==> config.mk <==
export PLATFORM = sky130hd
export DESIGN_NAME = seq_div32
export DESIGN_NICKNAME = d
export VERILOG_FILES = /design/src/rtl/seq_div32.sv
export SDC_FILE = /design/constraint.sdc
export NUM_CORES = 1
export LEC_CHECK = 0
export CAP_MARGIN = 25
export CELL_PAD_IN_SITES_DETAIL_PLACEMENT = 0
export CELL_PAD_IN_SITES_GLOBAL_PLACEMENT = 1
export CORE_MARGIN = 5
export CORE_UTILIZATION = 35
export CTS_CLUSTER_SIZE = 40
export DETAILED_ROUTE_END_ITERATION = 6
export GPL_TIMING_DRIVEN = 0
export HOLD_SLACK_MARGIN = 0.03
export PLACE_DENSITY = 0.8
export SLEW_MARGIN = 20
export SYNTH_ARGS = -nofsm -noshare
export SYNTH_HDL_FRONTEND = slang
export SYNTH_SLANG_ARGS = --single-unit
==> constraint.sdc <==
create_clock -name clk -period 3.6 [get_ports clk]
set_clock_uncertainty 0.2 [all_clocks]
set_input_delay 0.9 -clock clk [delete_from_list [all_inputs] [get_ports clk]]
set_output_delay 0.9 -clock clk [all_outputs]
set_load 0.02 [all_outputs]
==> src/rtl/seq_div32.sv <==
// Iterative restoring divider: one quotient bit per clock, signed or unsigned.
// Ports: clk, rst_n; start/is_signed/dividend/divisor in; busy/done/quotient/remainder/div_zero out.
module seq_div32 #(
  parameter int WIDTH = 32
) (
  input  logic             clk,
  input  logic             rst_n,
  input  logic             start,
  input  logic             is_signed,
  input  logic [WIDTH-1:0] dividend,
  input  logic [WIDTH-1:0] divisor,
  output logic             busy,
  output logic             done,
  output logic [WIDTH-1:0] quotient,
  output logic [WIDTH-1:0] remainder,
  output logic             div_zero
);

  localparam int CW = $clog2(WIDTH) + 1;

  localparam logic [1:0] S_IDLE = 2'd0;
  localparam logic [1:0] S_RUN  = 2'd1;
  localparam logic [1:0] S_FIX  = 2'd2;
  localparam logic [1:0] S_FIN  = 2'd3;

  logic [1:0]       r_state;
  logic [CW-1:0]    r_cnt;
  logic [WIDTH-1:0] r_rem;
  logic [WIDTH-1:0] r_quo;
  logic [WIDTH-1:0] r_dvs;
  logic             r_qneg;
  logic             r_rneg;
  logic             r_busy;
  logic             r_done;
  logic             r_dz;
  logic [WIDTH-1:0] r_q;
  logic [WIDTH-1:0] r_r;

  logic             w_dd_neg;
  logic             w_dv_neg;
  logic [WIDTH-1:0] w_dd_abs;
  logic [WIDTH-1:0] w_dv_abs;
  logic [WIDTH:0]   w_sh;
  logic             w_ge;
  logic [WIDTH-1:0] w_sub;

  assign w_dd_neg = is_signed & dividend[WIDTH-1];
  assign w_dv_neg = is_signed & divisor[WIDTH-1];
  assign w_dd_abs = w_dd_neg ? -dividend : dividend;
  assign w_dv_abs = w_dv_neg ? -divisor : divisor;

  // Shifted partial remainder needs one extra bit before the compare.
  assign w_sh  = {r_rem, r_quo[WIDTH-1]};
  assign w_ge  = (w_sh >= {1'b0, r_dvs});
  // Difference always fits in WIDTH bits when w_ge holds.
  assign w_sub = w_sh[WIDTH-1:0] - r_dvs;

  always_ff @(posedge clk or negedge rst_n) begin
    if (!rst_n) begin
      r_state <= S_IDLE;
      r_cnt   <= '0;
      r_rem   <= '0;
      r_quo   <= '0;
      r_dvs   <= '0;
      r_qneg  <= 1'b0;
      r_rneg  <= 1'b0;
      r_busy  <= 1'b0;
      r_done  <= 1'b0;
      r_dz    <= 1'b0;
      r_q     <= '0;
      r_r     <= '0;
    end else begin
      r_done <= 1'b0;
      case (r_state)
        S_IDLE: begin
          if (start) begin
            r_busy <= 1'b1;
            r_qneg <= w_dd_neg ^ w_dv_neg;
            r_rneg <= w_dd_neg;
            r_dvs  <= w_dv_abs;
            r_rem  <= '0;
            r_cnt  <= CW'(WIDTH);
            if (divisor == '0) begin
              // Raw dividend kept for the divide-by-zero remainder.
              r_quo   <= dividend;
              r_state <= S_FIN;
            end else begin
              r_quo   <= w_dd_abs;
              r_state <= S_RUN;
            end
          end
        end
        S_RUN: begin
          r_rem <= w_ge ? w_sub : w_sh[WIDTH-1:0];
          r_quo <= {r_quo[WIDTH-2:0], w_ge};
          r_cnt <= r_cnt - 1'b1;
          if (r_cnt == CW'(1))
            r_state <= S_FIX;
        end
        S_FIX: begin
          r_q     <= r_qneg ? -r_quo : r_quo;
          r_r     <= r_rneg ? -r_rem : r_rem;
          r_dz    <= 1'b0;
          r_done  <= 1'b1;
          r_busy  <= 1'b0;
          r_state <= S_IDLE;
        end
        S_FIN: begin
          r_q     <= '1;
          r_r     <= r_quo;
          r_dz    <= 1'b1;
          r_done  <= 1'b1;
          r_busy  <= 1'b0;
          r_state <= S_IDLE;
        end
        default: r_state <= S_IDLE;
      endcase
    end
  end

  assign busy      = r_busy;
  assign done      = r_done;
  assign quotient  = r_q;
  assign remainder = r_r;
  assign div_zero  = r_dz;

endmodule

==> impl_metrics.sql <==
INSERT INTO impl_metrics (metric_group, metric, value, unit) VALUES
('synthesis', 'synth_top_cells_by_count', 'sky130_fd_sc_hd__dfrtp_1, sky130_fd_sc_hd__o21ai_0, sky130_fd_sc_hd__nand2_1', ''),
('setup_path', 'timing.critical_path.to_type', 'flop', ''),
('sta', 'max_freq', '0.286', 'GHz'),
('floorplan', 'start_util', '35.5', '%'),
('route', 'dr.pass1.iters', '5', ''),
('power', 'seq_power_share', '40.1', '%'),
('floorplan', 'dieWidth', '192', 'um'),
('placement', 'place_congestion', '0.960', ''),
('global_routing', 'antenna_violations_before_repair', '0', ''),
('sta', 'slew_violations', '0', ''),
('route', 'ratio_of_routed_vias_to_standard_cells', '5.31', ''),
('clocking', 'cts-htree-levels', '4', ''),
('power', 'power.switching_fraction', '31.3', '%'),
('synthesis', 'syn_nets', '1471', ''),
('synthesis', 'synth_cells', '1364', ''),
('power', 'worst_ir_drop_on_vdd', '0.000364', 'V'),
('sta', 'hold_violations', '0', ''),
('setup_path', 'r2r_end', 'r_rem[8]$_DFFE_PN0P_', ''),
('clocking', 'clkSinkCount', '173', ''),
('global_routing', 'grt.total_usage', '20.1', '%'),
('placement', 'portBuffers', '134', ''),
('synthesis', 'share_of_the_yosys_chip_area_belonging_to_registers', '37.5', '%'),
('synthesis', 'synth_cell_types', '63', ''),
('placement', 'post-place-ws', '-915', 'ps'),
('sta', 'finalCritPeriodShare', '97.2', '%'),
('power', 'share_comb_of_total_power', '23.3', '%'),
('global_routing', 'vias_in_the_first_global_route', '10500', ''),
('layout', 'area_growth_syn_to_layout', '24.1', '%'),
('floorplan', 'die_y', '192', 'um'),
('power', 'power.internal', '0.00374', 'W'),
('status', 'outcome', 'completed', ''),
('clocking', 'clockRootBuffer', 'sky130_fd_sc_hd__clkbuf_16', ''),
('placement', 'hpwl', '28.9', 'mm'),
('sta', 'final.min_clock_period', '3500', 'ps'),
('clocking', 'clock_tree.buffer_depth', '2', ''),
('global_routing', 'grt_first_pass_wirelength', '58.3', 'mm'),
('synthesis', 'synth_enable_flop_cells', '0', ''),
('sta', 'worst_slew_pin_slew', '957', 'ps'),
('route', 'routed_wirelength', '36.9', 'mm'),
('setup_path', 'path_max_fanout', '10', ''),
('route', 'avgRoutedWirePerCell', '18.6', 'um'),
('setup_path', 'critical_path_required', '3750', 'ps'),
('clocking', 'cts_made_buffers', '17', ''),
('synthesis', 'post_synth_instance_area', '11600', 'um2'),
('route', 'detail_route.iter0.violations', '731', ''),
('hold_path', 'worst_hold_path_type', 'in2async', ''),
('route', 'post-route-drc-count', '0', ''),
('power', 'power_density_cells', '380', 'nW/um2'),
('setup_path', 'cp-start-kind', 'input port', ''),
('synthesis', 'synthDominantAreaCellType', 'sky130_fd_sc_hd__dfrtp_1', ''),
('power', 'power.net_switching', '0.00170', 'W'),
('synthesis', 'yosys_warnings', '0', ''),
('floorplan', 'fp.dieArea', '36700', 'um2'),
('floorplan', 'placeableCoreArea', '32500', 'um2'),
('synthesis', 'synth_ff_type', 'sky130_fd_sc_hd__dfrtp_1', ''),
('setup_path', 'critical_path_arrival', '3650', 'ps'),
('layout', 'antenna_diode_instance_count', '0', ''),
('power', 'power.static_leakage', '5.56', 'nW'),
('route', 'ant_nets', '0', ''),
('route', 'via_count', '10500', ''),
('clocking', 'cts.clk_slew.worst_paths', '80', 'ps'),
('sta', 'setup_slack_of_the_critical_path_after_layout', '101', 'ps'),
('floorplan', 'io-pin-count', '135', ''),
('sta', 'setup_violations', '0', ''),
('placement', 'post_detailed_placement_cell_area', '13500', 'um2'),
('synthesis', 'yosys.cell_count.top_type', 'sky130_fd_sc_hd__dfrtp_1', ''),
('synthesis', 'async_s_r_ff_share_synth', '100', '%'),
('global_routing', 'overflow', '0', ''),
('synthesis', 'synth.area.top_cells', 'sky130_fd_sc_hd__dfrtp_1, sky130_fd_sc_hd__o21ai_0, sky130_fd_sc_hd__xor2_1', ''),
('floorplan', 'core.rowCount', '66', ''),
('layout', 'summed_area_of_non_filler_cells_in_the_final_layout', '14300', 'um2');
layout make-up:
type / instances / area [um2] / share of cell area (%)
Timing Repair Buffer: 143 / 1460 / 10.2
Sequential cell: 173 / 4330 / 30.2
Buffer: 79 / 322 / 2.24
Inverter: 52 / 195 / 1.36
Clock inverter: 14 / 200 / 1.40
Clock buffer: 18 / 429 / 2.99
Multi-Input combinational cell: 1059 / 6840 / 47.7
Tap cell: 442 / 553 / 3.86
worst max path at each step:
stage | start | end | slack [ps] | cells after the start
after floorplan | dividend[16] | r_quo[28]$_DFFE_PN0P_ | 220 | 7
after global placement | rst_n | r_dvs[28]$_DFFE_PN0P_ | -5690 | 1
after detailed placement | divisor[10] | r_quo[11]$_DFFE_PN0P_ | -920 | 10
after CTS | dividend[16] | r_quo[29]$_DFFE_PN0P_ | 4 | 9
after global routing | r_rem[18]$_DFFE_PN0P_ | r_rem[26]$_DFFE_PN0P_ | -10 | 11
final | divisor[11] | r_quo[17]$_DFFE_PN0P_ | 100 | 11
registers in the layout (all words and copies together), names as in the netlist:
name       flops
done           1
r_cnt          6
div_zero       1
r_dvs         32
busy           1
r_qneg         1
remainder     32
r_quo         32
r_rem         32
quotient      32
r_rneg         1
r_state        2
through the flow:
stage / total power [W] / utilization [%] / std cells / hold slack (ps)
2_1_floorplan: 0.00299 / - / 1364 / 238
3_3_place_gp: 0.00338 / 41.3 / 1940 / 259
3_5_place_dp: 0.00341 / 41.5 / 1942 / 266
4_1_cts: 0.00541 / 43.7 / 1976 / 136
5_1_grt: 0.00571 / 44.1 / 1980 / 149
6_report: 0.00545 / 44.1 / 1980 / 133
cells in the final DEF, fill, tap and decap left out, types with 48 or more instances in the layout:
cell and instances:
sky130_fd_sc_hd__dfrtp_1 173, sky130_fd_sc_hd__o21ai_0 162, sky130_fd_sc_hd__nand2_1 140, sky130_fd_sc_hd__clkdlybuf4s50_1 129, sky130_fd_sc_hd__nor2_1 116, sky130_fd_sc_hd__a21oi_1 93
sky130_fd_sc_hd__xor2_1 79, sky130_fd_sc_hd__xnor2_1 68, sky130_fd_sc_hd__clkbuf_1 65, sky130_fd_sc_hd__inv_1 51, sky130_fd_sc_hd__nand3_1 48
power by group through the flow:
stage	logic, W	clock network (W)	registers, W
after global placement	0.00117	0	0.00222
final	0.00127	0.00199	0.00219
after global routing	0.00141	0.00210	0.00220
after floorplan	0.000832	0	0.00215
after detailed placement	0.00119	0	0.00222
after CTS	0.00121	0.00202	0.00218
per-layer routing:
metal  track usage [%]  up-vias  wire length [um]
met5                 0        -                 0
li1                  -     5164                 -
met2              33.8      307             17500
met4              6.44        0               975
met3              2.96       61              1770
met1              26.8     4979             16600
kinds of logic after synthesis:
family          after synthesis  synth area share, %
mux                          49                 4.46
xor+xnor                    147                 11.1
flops                       173                 37.5
simple gates                419                 17.2
fa+ha+maj                    39                 4.29
compound gates              405                 21.1
buf+inv                     132                 4.38
critical path, stage by stage:
cell,delay (ps)
sky130_fd_sc_hd__clkdlybuf4s50_1,470
sky130_fd_sc_hd__or4_4,580
sky130_fd_sc_hd__nor4_4,430
sky130_fd_sc_hd__nand4_1,160
sky130_fd_sc_hd__buf_4,190
sky130_fd_sc_hd__nor2b_1,140
sky130_fd_sc_hd__buf_2,220
sky130_fd_sc_hd__o41ai_1,110
sky130_fd_sc_hd__xnor2_1,170
sky130_fd_sc_hd__nor2_1,70
sky130_fd_sc_hd__o21ai_0,200
timing repair:
action | in CTS | in global routing
setup buffers | 3 | 4
resized for setup | 14 | 28
setup endpoints to repair | 64 | 66
cloned | 0 | 0
pin swaps | 2 | 4
Power figures use the tool's default switching activity.
==> edit 1, RTL diff (same settings) <==
Register the inputs `start`, `is_signed`, `dividend` and `divisor` before use, cleared by the reset. The logic sees them one clock later.
--- a/src/rtl/seq_div32.sv
+++ b/src/rtl/seq_div32.sv
@@ -24,4 +24,23 @@
   localparam logic [1:0] S_FIN  = 2'd3;
 
+  logic start_q;
+  logic is_signed_q;
+  logic [WIDTH-1:0] dividend_q;
+  logic [WIDTH-1:0] divisor_q;
+
+  always_ff @(posedge clk or negedge rst_n) begin
+    if (!rst_n) begin
+      start_q     <= '0;
+      is_signed_q <= '0;
+      dividend_q  <= '0;
+      divisor_q   <= '0;
+    end else begin
+      start_q     <= start;
+      is_signed_q <= is_signed;
+      dividend_q  <= dividend;
+      divisor_q   <= divisor;
+    end
+  end
+
   logic [1:0]       r_state;
   logic [CW-1:0]    r_cnt;
@@ -45,8 +64,8 @@
   logic [WIDTH-1:0] w_sub;
 
-  assign w_dd_neg = is_signed & dividend[WIDTH-1];
-  assign w_dv_neg = is_signed & divisor[WIDTH-1];
-  assign w_dd_abs = w_dd_neg ? -dividend : dividend;
-  assign w_dv_abs = w_dv_neg ? -divisor : divisor;
+  assign w_dd_neg = is_signed_q & dividend_q[WIDTH-1];
+  assign w_dv_neg = is_signed_q & divisor_q[WIDTH-1];
+  assign w_dd_abs = w_dd_neg ? -dividend_q : dividend_q;
+  assign w_dv_abs = w_dv_neg ? -divisor_q : divisor_q;
 
   // Shifted partial remainder needs one extra bit before the compare.
@@ -74,5 +93,5 @@
       case (r_state)
         S_IDLE: begin
-          if (start) begin
+          if (start_q) begin
             r_busy <= 1'b1;
             r_qneg <= w_dd_neg ^ w_dv_neg;
@@ -81,7 +100,7 @@
             r_rem  <= '0;
             r_cnt  <= CW'(WIDTH);
-            if (divisor == '0) begin
+            if (divisor_q == '0) begin
               // Raw dividend kept for the divide-by-zero remainder.
-              r_quo   <= dividend;
+              r_quo   <= dividend_q;
               r_state <= S_FIN;
             end else begin
Formal check against the unedited RTL: not equivalent (Yosys sat finds a counterexample within 4 cycles, from zero or initial values and one cycle with rst_n low).
==> edit 1 against the unedited design <==
- sequential cell count rose by 66
- setup slack got worse by 0.017 ns
- area after synthesis rose by 16%
- wire length grew 18%
- sequential share of layout area up 6.1 points
- cell area up 15%
Power is not compared: it rests on default switching activity, and its combinational part moved more than twofold at a synthesized area within 25%.
==> edit 1: results (changes against the unedited design) <==
clock buffer count from CTS: 27 (was 17)
GRT Resource Usage Total: 0.202 (was 0.201)
pin count of the biggest net entering global routing: 90 (was 74)
R2R Path Start: r_rem[15]$_DFFE_PN0P_ (was r_rem[7]$_DFFE_PN0P_)
WP data arrival: 3.80 ns (was 3.65 ns)
cell count after placement: 2074 (was 1942)
fill count: 3660 (was 3253)
Syn Nets: 1534 (was 1471)
layout cells sized above 1: 0.0763 (was 0.0670)
Post-DP HPWL: 33500 microns (was 28900 microns)
status: completed (unchanged)
Vias/cell: 5.58 (was 5.31)
synth top area cells: dfrtp_1, o21ai_0, xnor2_1 (was dfrtp_1, o21ai_0, xor2_1)
Final nets: 1698 (was 1632)
worst slew pin tran: 0.880 ns (was 0.957 ns)
Cell variety after synth: 76 (was 63)
top post-synthesis cells by count: dfrtp_1, nand2_1, o21ai_0 (was dfrtp_1, o21ai_0, nand2_1)
worst-skew pair later-pin latency: 0.56 ns (was 0.44 ns)
gpl congestion: 0.950 (was 0.960)
CP Max Fanout: 9 (was 10)
r2r setup slk: 0.08 ns (was 0.13 ns)
global-route wire length before repair: 67100 microns (was 58300 microns)
sequential area share after synthesis: 0.446 (was 0.375)
worst reg2reg path depth: 9 (was 10)
CP Class: reg -> reg (was in -> reg)
-- edit 1: cell count changes after synthesis, moves of 12 or more --
| cell | delta |
|---|---|
| o21ai_0 | -18 |
| xor2_1 | -20 |
| o22a_1 | +28 |
| nand2_1 | +15 |
| a32oi_1 | +12 |
| nor3_1 | +13 |
| a21oi_1 | -28 |
| nor2_1 | -46 |
| dfrtp_1 | +66 |
-- edit 1: cell type report --
type,instances,area share
buffer,82,0.0228
clock buffer,40,0.0488
clock inverter,10,0.00766
inverter,63,0.0143
multi-input combinational,1036,0.417
sequential,239,0.363
tap,511,0.0388
timing repair buffer,142,0.0877
-- edit 1: power by group through the flow --
stage	logic (mW)	clock network, mW	registers (mW)
after detailed placement	9.70	0	4.96
after global placement	9.58	0	4.94
after floorplan	6.25	0	4.91
after CTS	9.84	2.91	4.92
final	10.0	2.85	4.94
after global routing	11.0	3.03	5.05
-- edit 1: metrics by stage --
step / power, mW / util / TNS, ns / hold slack [ns] / worst slack, ns
finish: 17.8 / 0.437 / 0 / 0.0989 / 0.0847
floorplan: 11.2 / - / 0 / 0.238 / 0.555
detailed placement: 14.7 / 0.409 / -17.01 / 0.272 / -0.597
CTS: 17.7 / 0.436 / 0 / 0.142 / 0.0144
global placement: 14.5 / 0.408 / -2066.68 / 0.251 / -8.62
global route: 19.0 / 0.437 / -0.0356 / 0.155 / -0.0353
-- edit 1: metal layers --
metal  up-vias  GRT usage  share of wire
li1       5494          -              -
met1      5842      0.285           0.44
met2       441      0.322           0.46
met3        66     0.0334          0.072
met4         0     0.0566          0.026
met5         -          0              0
-- edit 1: worst max-delay path, cell delays in order, from the launching register on --
cell     delay (ns)
dfrtp_1        0.51
ha_2           0.48
nand4_1        0.27
nor4_2         0.37
nand3_1        0.18
a41oi_2        0.33
o21a_4         0.24
nand2_1        0.19
or4_1          0.61
nand2_1        0.07
-- edit 1: how the worst max path moves through the flow --
stage	to	slack, ns	depth (start not counted)
finish	r_rem[15]$_DFFE_PN0P_	0.08	9
global route	r_rem[15]$_DFFE_PN0P_	-0.04	9
CTS	r_rem[15]$_DFFE_PN0P_	0.01	9
detailed placement	r_rem[17]$_DFFE_PN0P_	-0.60	10
global placement	quotient[14]$_DFFE_PN0N_	-8.62	1
floorplan	r_rem[28]$_DFFE_PN0P_	0.55	10
-- edit 1: what timing repair did --
action / in CTS / in global routing
pin swaps: 2 / 3
resized for setup: 13 / 9
buffers inserted: 4 / 2
endpoints found under the setup margin: 50 / 32
-- edit 1: cells by family (layout without fill, tap and decap cells) --
kind of cell    Yosys count  count (layout)  synth area share
compound gates          413             413             0.201
simple gates            411             411             0.151
flops                   239             239             0.446
buf+inv                 152             337            0.0471
xor+xnor                132             132            0.0862
mux                      41              41            0.0327
fa+ha+maj                39              39            0.0369
==> edit 2, RTL diff (same settings) <==
Made on the original files. Set the parameter `WIDTH` to 16 (it was 32).
--- a/src/rtl/seq_div32.sv
+++ b/src/rtl/seq_div32.sv
@@ -2,5 +2,5 @@
 // Ports: clk, rst_n; start/is_signed/dividend/divisor in; busy/done/quotient/remainder/div_zero out.
 module seq_div32 #(
-  parameter int WIDTH = 32
+  parameter int WIDTH = 16
 ) (
   input  logic             clk,
Ports: changed (resized dividend, divisor, quotient and remainder); port bits go from 135 to 71. The function was not compared with the original's and may differ.
==> edit 2 against the unedited design <==
- total power rose by 33%
- area after synthesis fell by 48%
- setup slack improved by 0.10 ns
- critical path depth fell by 1
- sequential cell count fell by 81
- core utilization fell by 0.40 points
- die area fell by 46%
- wire length fell by 55%
- cell area fell by 49%
- largest cell class unchanged
==> edit 2: results (changes against the unedited design) <==
CP max stage delay: 0.54 ns (was 0.58 ns)
pre-CTS WS: -0.179 ns (was -0.915 ns)
Final nets: 813 (was 1632)
R2R Path Start: r_rem[10]$_DFFE_PN0P_ (was r_rem[7]$_DFFE_PN0P_)
Reg-to-Reg End: r_rem[11]$_DFFE_PN0P_ (was r_rem[8]$_DFFE_PN0P_)
postcts setup bufs: 0 (was 3)
maximum vdd drop: 0.374 mV (was 0.364 mV)
initial drt markers: 415 (was 731)
slowest stage cell, crit path: nor4b_4 (was or4_4)
Post-DP HPWL: 13000 microns (was 28900 microns)
H-tree lvl count: 3 (was 4)
status: completed (unchanged)
worst reg2reg path depth: 8 (was 10)
worst-skew pair later-pin latency: 0.35 ns (was 0.44 ns)
clock buffer count from CTS: 9 (was 17)
pin count of the biggest net entering global routing: 51 (was 74)
Cell Area, Placed: 6970 sq um (was 13500 sq um)
WP data arrival: 3.41 ns (was 3.65 ns)
top post-synthesis cells by count: dfrtp_1, nand2_1, nor2_1 (was dfrtp_1, o21ai_0, nand2_1)
GR Util met2: 0.261 (was 0.338)
Min Hold Slack: 0.254 ns (was 0.133 ns)
wire length on met1: 8040 microns (was 16600 microns)
port bufs: 70 (was 134)
Final min period: 3.40 ns (was 3.50 ns)
sequential area share after synthesis: 0.386 (was 0.375)
grt met1 use: 0.242 (was 0.268)
layout cells sized above 1: 0.0567 (was 0.0670)
GRT Resource Usage Total: 0.170 (was 0.201)
Critical Path End: r_quo[5]$_DFFE_PN0P_ (was r_quo[17]$_DFFE_PN0P_)
gpl congestion: 0.851 (was 0.960)
GRT met3 Usage: 0.0392 (was 0.0296)
r2r setup slk: 0.50 ns (was 0.13 ns)
initial antenna violation count: 0 (unchanged)
routed wl met2: 7500 microns (was 17500 microns)
CP Launch Point: divisor[0] (was divisor[11])
global-route wire length before repair: 27100 microns (was 58300 microns)
Pleak: 2.97 nW (was 5.56 nW)
[edit 2: cell types whose count changed in the layout (fill, tap and decap cells not counted), sizes merged, moves of 19 or more]
cell	unedited run	this run
o21ai	174	72
dfrtp	173	92
nor2	116	45
clkdlybuf4s50	129	69
a21oi	93	34
nand2	140	86
clkbuf	85	37
xor2	79	38
xnor2	68	29
nand3	48	12
inv	59	31
o31ai	30	11
[edit 2: area by class of cell]
type                            count  area [sq um]
Buffer                             35           141
Clock buffer                        9           225
Clock inverter                      6          72.6
Fill cell                        1613          9380
Inverter                           30           113
Multi-Input combinational cell    515          3410
Sequential cell                    92          2300
Tap cell                          220           275
Timing Repair Buffer               71           729
[edit 2: cells by family (layout without fill, tap and decap cells)]
kind of cell	count (synthesis)	after routing	synth area share
muxes	20	20	0.0348
buffers and inverters	65	151	0.0426
and+or+nand+nor	213	213	0.176
DFF	92	92	0.386
AOI/OAI and AO/OA	192	192	0.213
xor gates and xnor gates	67	67	0.0984
adders and majority gates	23	23	0.0495
[edit 2: metrics by stage]
stage	instances	util
floorplan	672	-
global placement	962	0.417
detailed placement	963	0.419
CTS	978	0.437
global route	978	0.437
finish	978	0.437
[edit 2: worst reg2reg max path: cells and delay by family (launching register included)]
family	cells	cell delay [ns]
fa+ha+maj	1	0.33
simple gates	3	0.68
compound gates	2	0.55
flops	1	0.49
buf+inv	2	0.78
[edit 2: power breakdown]
group / total (mW) / switching (mW) / leakage (nW) / internal [mW]
clock network: 0.975 / 0.432 / 0.142 / 0.542
registers: 2.05 / 0.534 / 1.11 / 1.52
logic: 4.24 / 2.39 / 1.71 / 1.85
